## src/rtl/jc_phase_monitor.sv

```systemverilog
// Johnson-counter phase monitor.
// Decodes a 4-bit Johnson code into a phase index. It hunts for a run of
// correct successors and reports lock. While locked it flags sequence errors,
// flywheels over illegal codes and counts completed 8-phase cycles.
// Ports:
//   clk, rst_n      clock, synchronous active-low reset
//   jc_in, jc_vld   Johnson code sample and its qualifier
//   phase           decoded phase index of the last legal valid sample
//   phase_vld       pulse: phase was updated
//   illegal         pulse: the valid sample was not a legal code
//   seq_err         pulse: sequence error while locked
//   locked          level: FSM is in LOCKED
//   cycle_cnt       completed 8-phase cycles while locked (wraps)
//   err_cnt         seq_err events (saturates)
module jc_phase_monitor #(
  parameter int unsigned LOCK_CNT   = 4,
  parameter int unsigned UNLOCK_ERR = 2
) (
  input  logic       clk,
  input  logic       rst_n,
  input  logic [3:0] jc_in,
  input  logic       jc_vld,
  output logic [2:0] phase,
  output logic       phase_vld,
  output logic       illegal,
  output logic       seq_err,
  output logic       locked,
  output logic [7:0] cycle_cnt,
  output logic [7:0] err_cnt
);

  localparam int unsigned PW = 3;
  localparam int unsigned CW = 4;
  localparam int unsigned NW = 8;

  localparam logic [1:0] S_IDLE   = 2'd0;
  localparam logic [1:0] S_HUNT   = 2'd1;
  localparam logic [1:0] S_LOCKED = 2'd2;

  logic [1:0]    state, state_nxt;
  logic [PW-1:0] ref_ph, ref_nxt;
  logic [CW-1:0] good_cnt, good_nxt;
  logic [CW-1:0] miss_cnt, miss_nxt;
  logic [PW-1:0] phase_nxt;
  logic          pv_nxt, il_nxt, se_nxt, lk_nxt;
  logic [NW-1:0] cyc_nxt, err_nxt;

  logic          dec_legal;
  logic [PW-1:0] dec_phase;
  logic          is_succ;
  logic          is_wrap;
  logic [CW-1:0] good_inc;
  logic [CW-1:0] miss_inc;

  // Johnson code to phase index decode
  always_comb begin
    dec_legal = 1'b1;
    dec_phase = '0;
    case (jc_in)
      4'b0000: dec_phase = 3'd0;
      4'b1000: dec_phase = 3'd1;
      4'b1100: dec_phase = 3'd2;
      4'b1110: dec_phase = 3'd3;
      4'b1111: dec_phase = 3'd4;
      4'b0111: dec_phase = 3'd5;
      4'b0011: dec_phase = 3'd6;
      4'b0001: dec_phase = 3'd7;
      default: dec_legal = 1'b0;
    endcase
  end

  // Successor test against the reference phase; wrap marks a 7->0 step
  assign is_succ  = dec_legal && (dec_phase == PW'(ref_ph + 3'd1));
  assign is_wrap  = is_succ && (dec_phase == 3'd0);
  assign good_inc = CW'(good_cnt + 4'd1);
  assign miss_inc = CW'(miss_cnt + 4'd1);

  // Next-state and next-output logic
  always_comb begin
    state_nxt = state;
    ref_nxt   = ref_ph;
    good_nxt  = good_cnt;
    miss_nxt  = miss_cnt;
    phase_nxt = phase;
    pv_nxt    = 1'b0;
    il_nxt    = 1'b0;
    se_nxt    = 1'b0;
    cyc_nxt   = cycle_cnt;
    err_nxt   = err_cnt;

    if (jc_vld) begin
      il_nxt = !dec_legal;
      if (dec_legal) begin
        phase_nxt = dec_phase;
        pv_nxt    = 1'b1;
      end

      case (state)
        S_IDLE: begin
          if (dec_legal) begin
            state_nxt = S_HUNT;
            ref_nxt   = dec_phase;
            good_nxt  = '0;
          end
        end

        S_HUNT: begin
          if (!dec_legal) begin
            state_nxt = S_IDLE;
            good_nxt  = '0;
          end else if (is_succ) begin
            ref_nxt  = dec_phase;
            good_nxt = good_inc;
            if (good_inc == CW'(LOCK_CNT)) begin
              state_nxt = S_LOCKED;
              miss_nxt  = '0;
              // the locking sample itself may complete a cycle
              if (is_wrap) cyc_nxt = NW'(cycle_cnt + 8'd1);
            end
          end else begin
            ref_nxt  = dec_phase;
            good_nxt = '0;
          end
        end

        S_LOCKED: begin
          if (is_succ) begin
            ref_nxt  = dec_phase;
            miss_nxt = '0;
            if (is_wrap) cyc_nxt = NW'(cycle_cnt + 8'd1);
          end else begin
            se_nxt = 1'b1;
            if (err_cnt != 8'hFF) err_nxt = NW'(err_cnt + 8'd1);
            // illegal code: advance the reference as if the expected phase arrived
            ref_nxt = dec_legal ? dec_phase : PW'(ref_ph + 3'd1);
            if (miss_inc == CW'(UNLOCK_ERR)) begin
              state_nxt = dec_legal ? S_HUNT : S_IDLE;
              good_nxt  = '0;
              miss_nxt  = '0;
            end else begin
              miss_nxt = miss_inc;
            end
          end
        end

        default: state_nxt = S_IDLE;
      endcase
    end

    lk_nxt = (state_nxt == S_LOCKED);
  end

  // State and output registers
  always_ff @(posedge clk) begin
    if (!rst_n) begin
      state     <= S_IDLE;
      ref_ph    <= '0;
      good_cnt  <= '0;
      miss_cnt  <= '0;
      phase     <= '0;
      phase_vld <= 1'b0;
      illegal   <= 1'b0;
      seq_err   <= 1'b0;
      locked    <= 1'b0;
      cycle_cnt <= '0;
      err_cnt   <= '0;
    end else begin
      state     <= state_nxt;
      ref_ph    <= ref_nxt;
      good_cnt  <= good_nxt;
      miss_cnt  <= miss_nxt;
      phase     <= phase_nxt;
      phase_vld <= pv_nxt;
      illegal   <= il_nxt;
      seq_err   <= se_nxt;
      locked    <= lk_nxt;
      cycle_cnt <= cyc_nxt;
      err_cnt   <= err_nxt;
    end
  end

endmodule

```

## config.mk

```make
export PLATFORM = sky130hd
export DESIGN_NAME = jc_phase_monitor
export DESIGN_NICKNAME = d
export VERILOG_FILES = /design/src/rtl/jc_phase_monitor.sv
export SDC_FILE = /design/constraint.sdc
export NUM_CORES = 1
export LEC_CHECK = 0
export BUFFER_PORTS_ARGS = -buffer_cell sky130_fd_sc_hd__buf_4
export CAP_MARGIN = 15
export CORE_MARGIN = 2
export CORE_UTILIZATION = 45
export CTS_CLUSTER_SIZE = 8
export DETAILED_ROUTE_END_ITERATION = 8
export GPL_TIMING_DRIVEN = 0
export SKIP_CTS_REPAIR_TIMING = 1
export SKIP_LAST_GASP = 1
export SLEW_MARGIN = 25
export SYNTH_ARGS = -nofsm -noshare
export SYNTH_HDL_FRONTEND = slang
export SYNTH_SLANG_ARGS = --single-unit
```

## constraint.sdc

```tcl
create_clock -name clk -period 3.1 [get_ports clk]
set_input_delay 0 -clock clk [delete_from_list [all_inputs] [get_ports clk]]
set_output_delay 0 -clock clk [all_outputs]
set_load 0.1 [all_outputs]
```

# [Word level (Yosys, flattened, before mapping)]
# Index checks and enable logic that the tools add are counted.
[word_totals] register_bits=36 in_bits=7 output_inout_bits=23 wordCells=93
[classes] add_sub_neg=5 n_eq_ne=22 muxes=35 n_bitwise=1 n_reduce_logical=19
[ops] operator="$mux 4" count=10
[ops] operator="$mux 8" count=5
[ops] operator="$pmux 3 s7" count=1
[ops] operator="$add 8x1->8 const B" count=2
[ops] operator="$eq 4x4->1 const B" count=4
[ops] operator="$pmux 8 s2" count=1
[ops] operator="$mux 2" count=7
[ops] operator="$ne 2x2->1 const B" count=7
[ops] operator="$pmux 4 s3" count=1
[ops] operator="$reduce_and 5->1" count=2
[ops] operator="$mux 3" count=3
[ops] operator="$add 4x1->4 const B" count=2
[ops] operator="$eq 4x2->1 const B" count=2
[ops] operator="$eq 4x3->1 const B" count=2
[ops] operator="$ne 8x8->1 const B" count=1
[ops] operator="$pmux 4 s2" count=1
[ops] operator="$reduce_or 8->1" count=1
[ops] operator="$pmux 2 s3" count=1
[ops] operator="$pmux 3 s2" count=1
[ops] operator="$reduce_and 3->1" count=2
[ops] operator="$reduce_and 6->1" count=1
[ops] operator="$eq 2x2->1 const B" count=2
[ops] operator="$eq 4x1->1 const B" count=1
[ops] operator="$logic_not 4->1" count=1
[ops] operator="other kinds (15)" count=21

# [Depth between registers and ports, before layout]
[logic_depth] depth_word=10 mapped_depth=9 mapped_depth_nobuf=7

# [Least setup slack after synthesis]
# Ideal clock, no wire load.
[synth_timing] path_kind="register to register" start="register ref_ph[0]" end="register good_cnt[2]" setup_ns=0.057 arrival_time_ns=2.257 required_ns=3.043 path_slack_ns=0.786 stages_incl_launch_ff=10 n_path_buf=2 period_less_slack_ns=2.314 path_cell_list="dfxtp_1 > ha_1 > buf_2 > or4_1 > nand3_2 > a211oi_4 > nor4_4 > buf_6 > o2111ai_1 > a21bo_1"
[synth_between] elab_chain_cells=6 elab_cells_between_ends=8 classes_between="1 x add/sub; 2 x eq/ne; 3 x mux; 2 x reduce/logical"
[synth_rtl] item="start, declared" line_no="41" rtl="logic [PW-1:0] ref_ph, ref_nxt;"
[synth_rtl] item="start signal, assigned" line_no="169" rtl="ref_ph <= ref_nxt;"
[synth_rtl] item="$add 3x1->3 *" line_no="73" rtl="assign is_succ = dec_legal && (dec_phase == PW'(ref_ph + 3'd1));"
[synth_rtl] item="$eq 3x3->1 *" line_no="73"
[synth_rtl] item="$logic_and 1x1->1 *" line_no="73"
[synth_rtl] item="$mux 4" line_no="111" rtl="end else if (is_succ) begin"
[synth_rtl] item="$mux 4" line_no="108" rtl="if (!dec_legal) begin"
[synth_rtl] item="$pmux 4 s3" line_no="98" rtl="case (state)"
[synth_rtl] item="end signal, assigned" line_no="170" rtl="good_cnt <= good_nxt;"
[synth_rtl] item="end, declared" line_no="42" rtl="logic [CW-1:0] good_cnt, good_nxt;"
# Mark *: on every way between the ends. The rest lies on a longest branch, timed or not.
# A chain may end at the register's enable or synchronous reset.

# [Worst setup path in the final report]
[layout_timing] start="register ref_ph[0]" end="register locked"
[layout_between] elab_chain_cells=8 elab_cells_between_ends=9 classes_between="1 x add/sub; 2 x eq/ne; 5 x mux; 1 x reduce/logical"
[layout_rtl] item="$add 3x1->3 *" line_no="73"
[layout_rtl] item="$eq 3x3->1 *" line_no="73"
[layout_rtl] item="$logic_and 1x1->1 *" line_no="73"
[layout_rtl] item="$mux 2" line_no="111"
[layout_rtl] item="$mux 2" line_no="108"
[layout_rtl] item="$pmux 2 s3 *" line_no="98"
[layout_rtl] item="$mux 2 *" line_no="91" rtl="if (jc_vld) begin"
[layout_rtl] item="$eq 2x2->1 *" line_no="150" rtl="lk_nxt = (state_nxt == S_LOCKED);"
[layout_rtl] item="end signal, assigned" line_no="176" rtl="locked <= lk_nxt;"
[layout_rtl] item="end, declared" line_no="27" rtl="output logic locked,"
# Marked as above.

==> metrics.txt <==
hpwl dp=between 3000 and 4000 um; slowest CP cell=nor4_4; chip width=about 75 um; Nets=around 310; Clock Skews=around 6.8 ps; Worst R2R Setup Slack=~470 ps; TritonCTS clock tree=built; Synth Net Count=281; pwr dens=approximately 370 mW/mm^2; static leakage=~1.1 nW; vias in the first global route=between 1500 and 2000; Synth top cells by count=dfxtp_1, nand2_1, nand2b_1; total grt overflow=0; Non-Filler Instances=approximately 370; Final Cell Area=around 0.0027 mm^2; most common cell in the synthesized netlist=dfxtp_1; htree depth=2; # DRC=0; area fraction of the dominant cell type after synthesis=31.6%; delay-heaviest family, CP=simple AND/OR/NAND/NOR gates; Worst-Skew Late Latency=~290 ps; status=completed; RSZ-0062 raised after global routing=false; register area share after synthesis=31.6%; final number of max-transition violations=0; Max-Cap Viols=0; DP Area=around 0.0026 mm^2; CP Buf/Inv Count=2; Most used DFF post-synth=dfxtp_1; mapped cell area=approximately 0.0023 mm^2; number of synthesized flops with an enable pin=0; async set-or-reset flop fraction in the synthesized netlist=0%; FF+latch count, synth=36; CTS root buf=clkbuf_8; Final Cycle Share=approximately 85%; Tightest Pin Transition=roughly 650 ps; drt via density=5.51; effective utilization at floorplan=47.4%; Yosys top cell by area=dfxtp_1; area of the multi-input gates=0.00146 mm^2; WP data required=3310 ps; Die Area=between 0.005 and 0.006 mm^2; Avg Inst Size Synth=roughly 8.5 um^2; setup TNS=0 ps; layout cells sized above 1=between 10% and 20%; number of fill cells=between 400 and 500; Final Hold Viols=0; CP Data Arrival Time=~2800 ps; largest net degree at the start of global routing=11; vias=between 2000 and 2500; placed cell count=360; CP Class=flip-flop to flip-flop; final wirelength=about 5400 um; placer congestion estimate=~0.85; cells on worst reg2reg path=9; Post-Synthesis Cells=267; Crit Reg-Reg Endpoint=locked$_SDFF_PN0_; worst setup path startpoint=ref_ph[0]$_SDFFE_PN0P_; Die H=75.2 um; count of cell types in the netlist=63; fmax=roughly 380 MHz; Core Area=slightly below 0.005 mm^2; critical path startpoint category=flip-flop; clk sinks=36; Yosys warning count=0; DR WL/cell=between 10 and 15 um; Slew Limit Headroom=56.4%; CP Capture Type=flip-flop; # diodes=0; Tmin final=around 2600 ps; Area growth syn-to-layout=16.2%; CP Depth=9; first-pass GRT wire length=between 8000 and 9000 um; worst vdd ir=0.244 mV; setup violators final=0; fin util=55.0%; CP Max Fanout=10; 1st-iter DRT viols=114; antenna violations before repair=0; Tot GR Track Use=19.9%; origin of the critical flop-to-flop path=ref_ph[0]$_SDFFE_PN0P_; Post-DRT Antenna Nets=0; Reg clk slew, reported paths=around 80 ps; I/O Buffers=26; Reg area=between 700 and 800 um^2; CP Cell Sequence=ha_1, buf_2, nor4b_1, a311oi_1, o221a_2, nor4_4, buf_6, a211oi_1, nor3_1; crit-path max cell delay=between 500 and 600 ps; worst min-delay path class=input pin to flip-flop; I/O pins=30; row count=25; CP endpoint=locked$_SDFF_PN0_; Area contributors post-synth=dfxtp_1, mux2i_1, nand2_1, nand2b_1, ha_1; clock buffer depth=2; drt first pass iters=4; CTS Buf Count=5; overall power=around 0.001 W
## area by class of cell
cell class,count,area share [%]
inverters,6,0.850
multi-input cells,210,55.0
clock buffers,8,3.40
well taps,67,3.16
flip-flops and latches,36,27.2
plain buffers,15,3.07
repair buffers,26,7.37
## cells in the final DEF, fill, tap and decap left out, drive strengths merged, types with 4 or more instances in the layout
cell type,netlist,final
nor3,9,9
nor4b,4,4
nand2,29,29
nor2,16,16
a21bo,4,4
mux2i,15,15
o21ai,4,4
nand3,7,7
nor2b,7,7
ha,7,7
clkbuf,8,16
a21oi,14,14
o21a,4,4
nand4,7,7
inv,5,5
buf,7,33
dfxtp,36,36
nor4,4,4
xnor2,4,4
and3,4,4
nand2b,17,17
## stage by stage
stage	setup WS [ps]	hold WS, ps
6_report	466	28.5
5_1_grt	226	31.9
4_1_cts	479	23.7
3_5_place_dp	516	333
3_3_place_gp	468	329
2_1_floorplan	786	156
## routing by layer
layer  vias up  share of wire (%)  GRT usage, %
met3         4                3.7          4.28
met1       935                 52          30.5
li1       1052                  -             -
met5         -                  0             0
met4         0               0.67          5.46
met2        38                 44          27.8
## report_power, final
part	switching [W]	internal (W)
clock	0.000173	0.000182
combinational	0.0000996	0.0000491
sequential	0.00000460	0.000468
total	0.000278	0.000699
## kinds of logic after synthesis
family	Yosys count	share of synthesized area, %
xor+xnor	5	1.92
fa+ha+maj	7	3.84
compound gates	60	20.1
mux	15	6.58
buf+inv	21	4.55
simple gates	123	31.4
flops	36	31.6
## how the worst min path moves through the flow
stage	from	end	slack, ps	cells after the start
after floorplan	rst_n	err_cnt[4]$_SDFFE_PN0P_	160	2
after global placement	rst_n	err_cnt[5]$_SDFFE_PN0P_	330	3
after detailed placement	rst_n	err_cnt[4]$_SDFFE_PN0P_	330	3
after CTS	rst_n	err_cnt[4]$_SDFFE_PN0P_	20	3
after global routing	rst_n	err_cnt[4]$_SDFFE_PN0P_	30	3
final	rst_n	err_cnt[4]$_SDFFE_PN0P_	30	3
## registers in the layout, summed over array words and instances (netlist names)
name / count
cycle_cnt: 8
err_cnt: 8
good_cnt: 4
miss_cnt: 4
phase: 3
ref_ph: 3
state: 2
illegal: 1
locked: 1
phase_vld: 1
seq_err: 1
## tightest hold or removal path: stages
cell      delay [ps]
buf_4            140
nand2b_1          70
mux2i_1           60
Power figures use the tool's default switching activity.
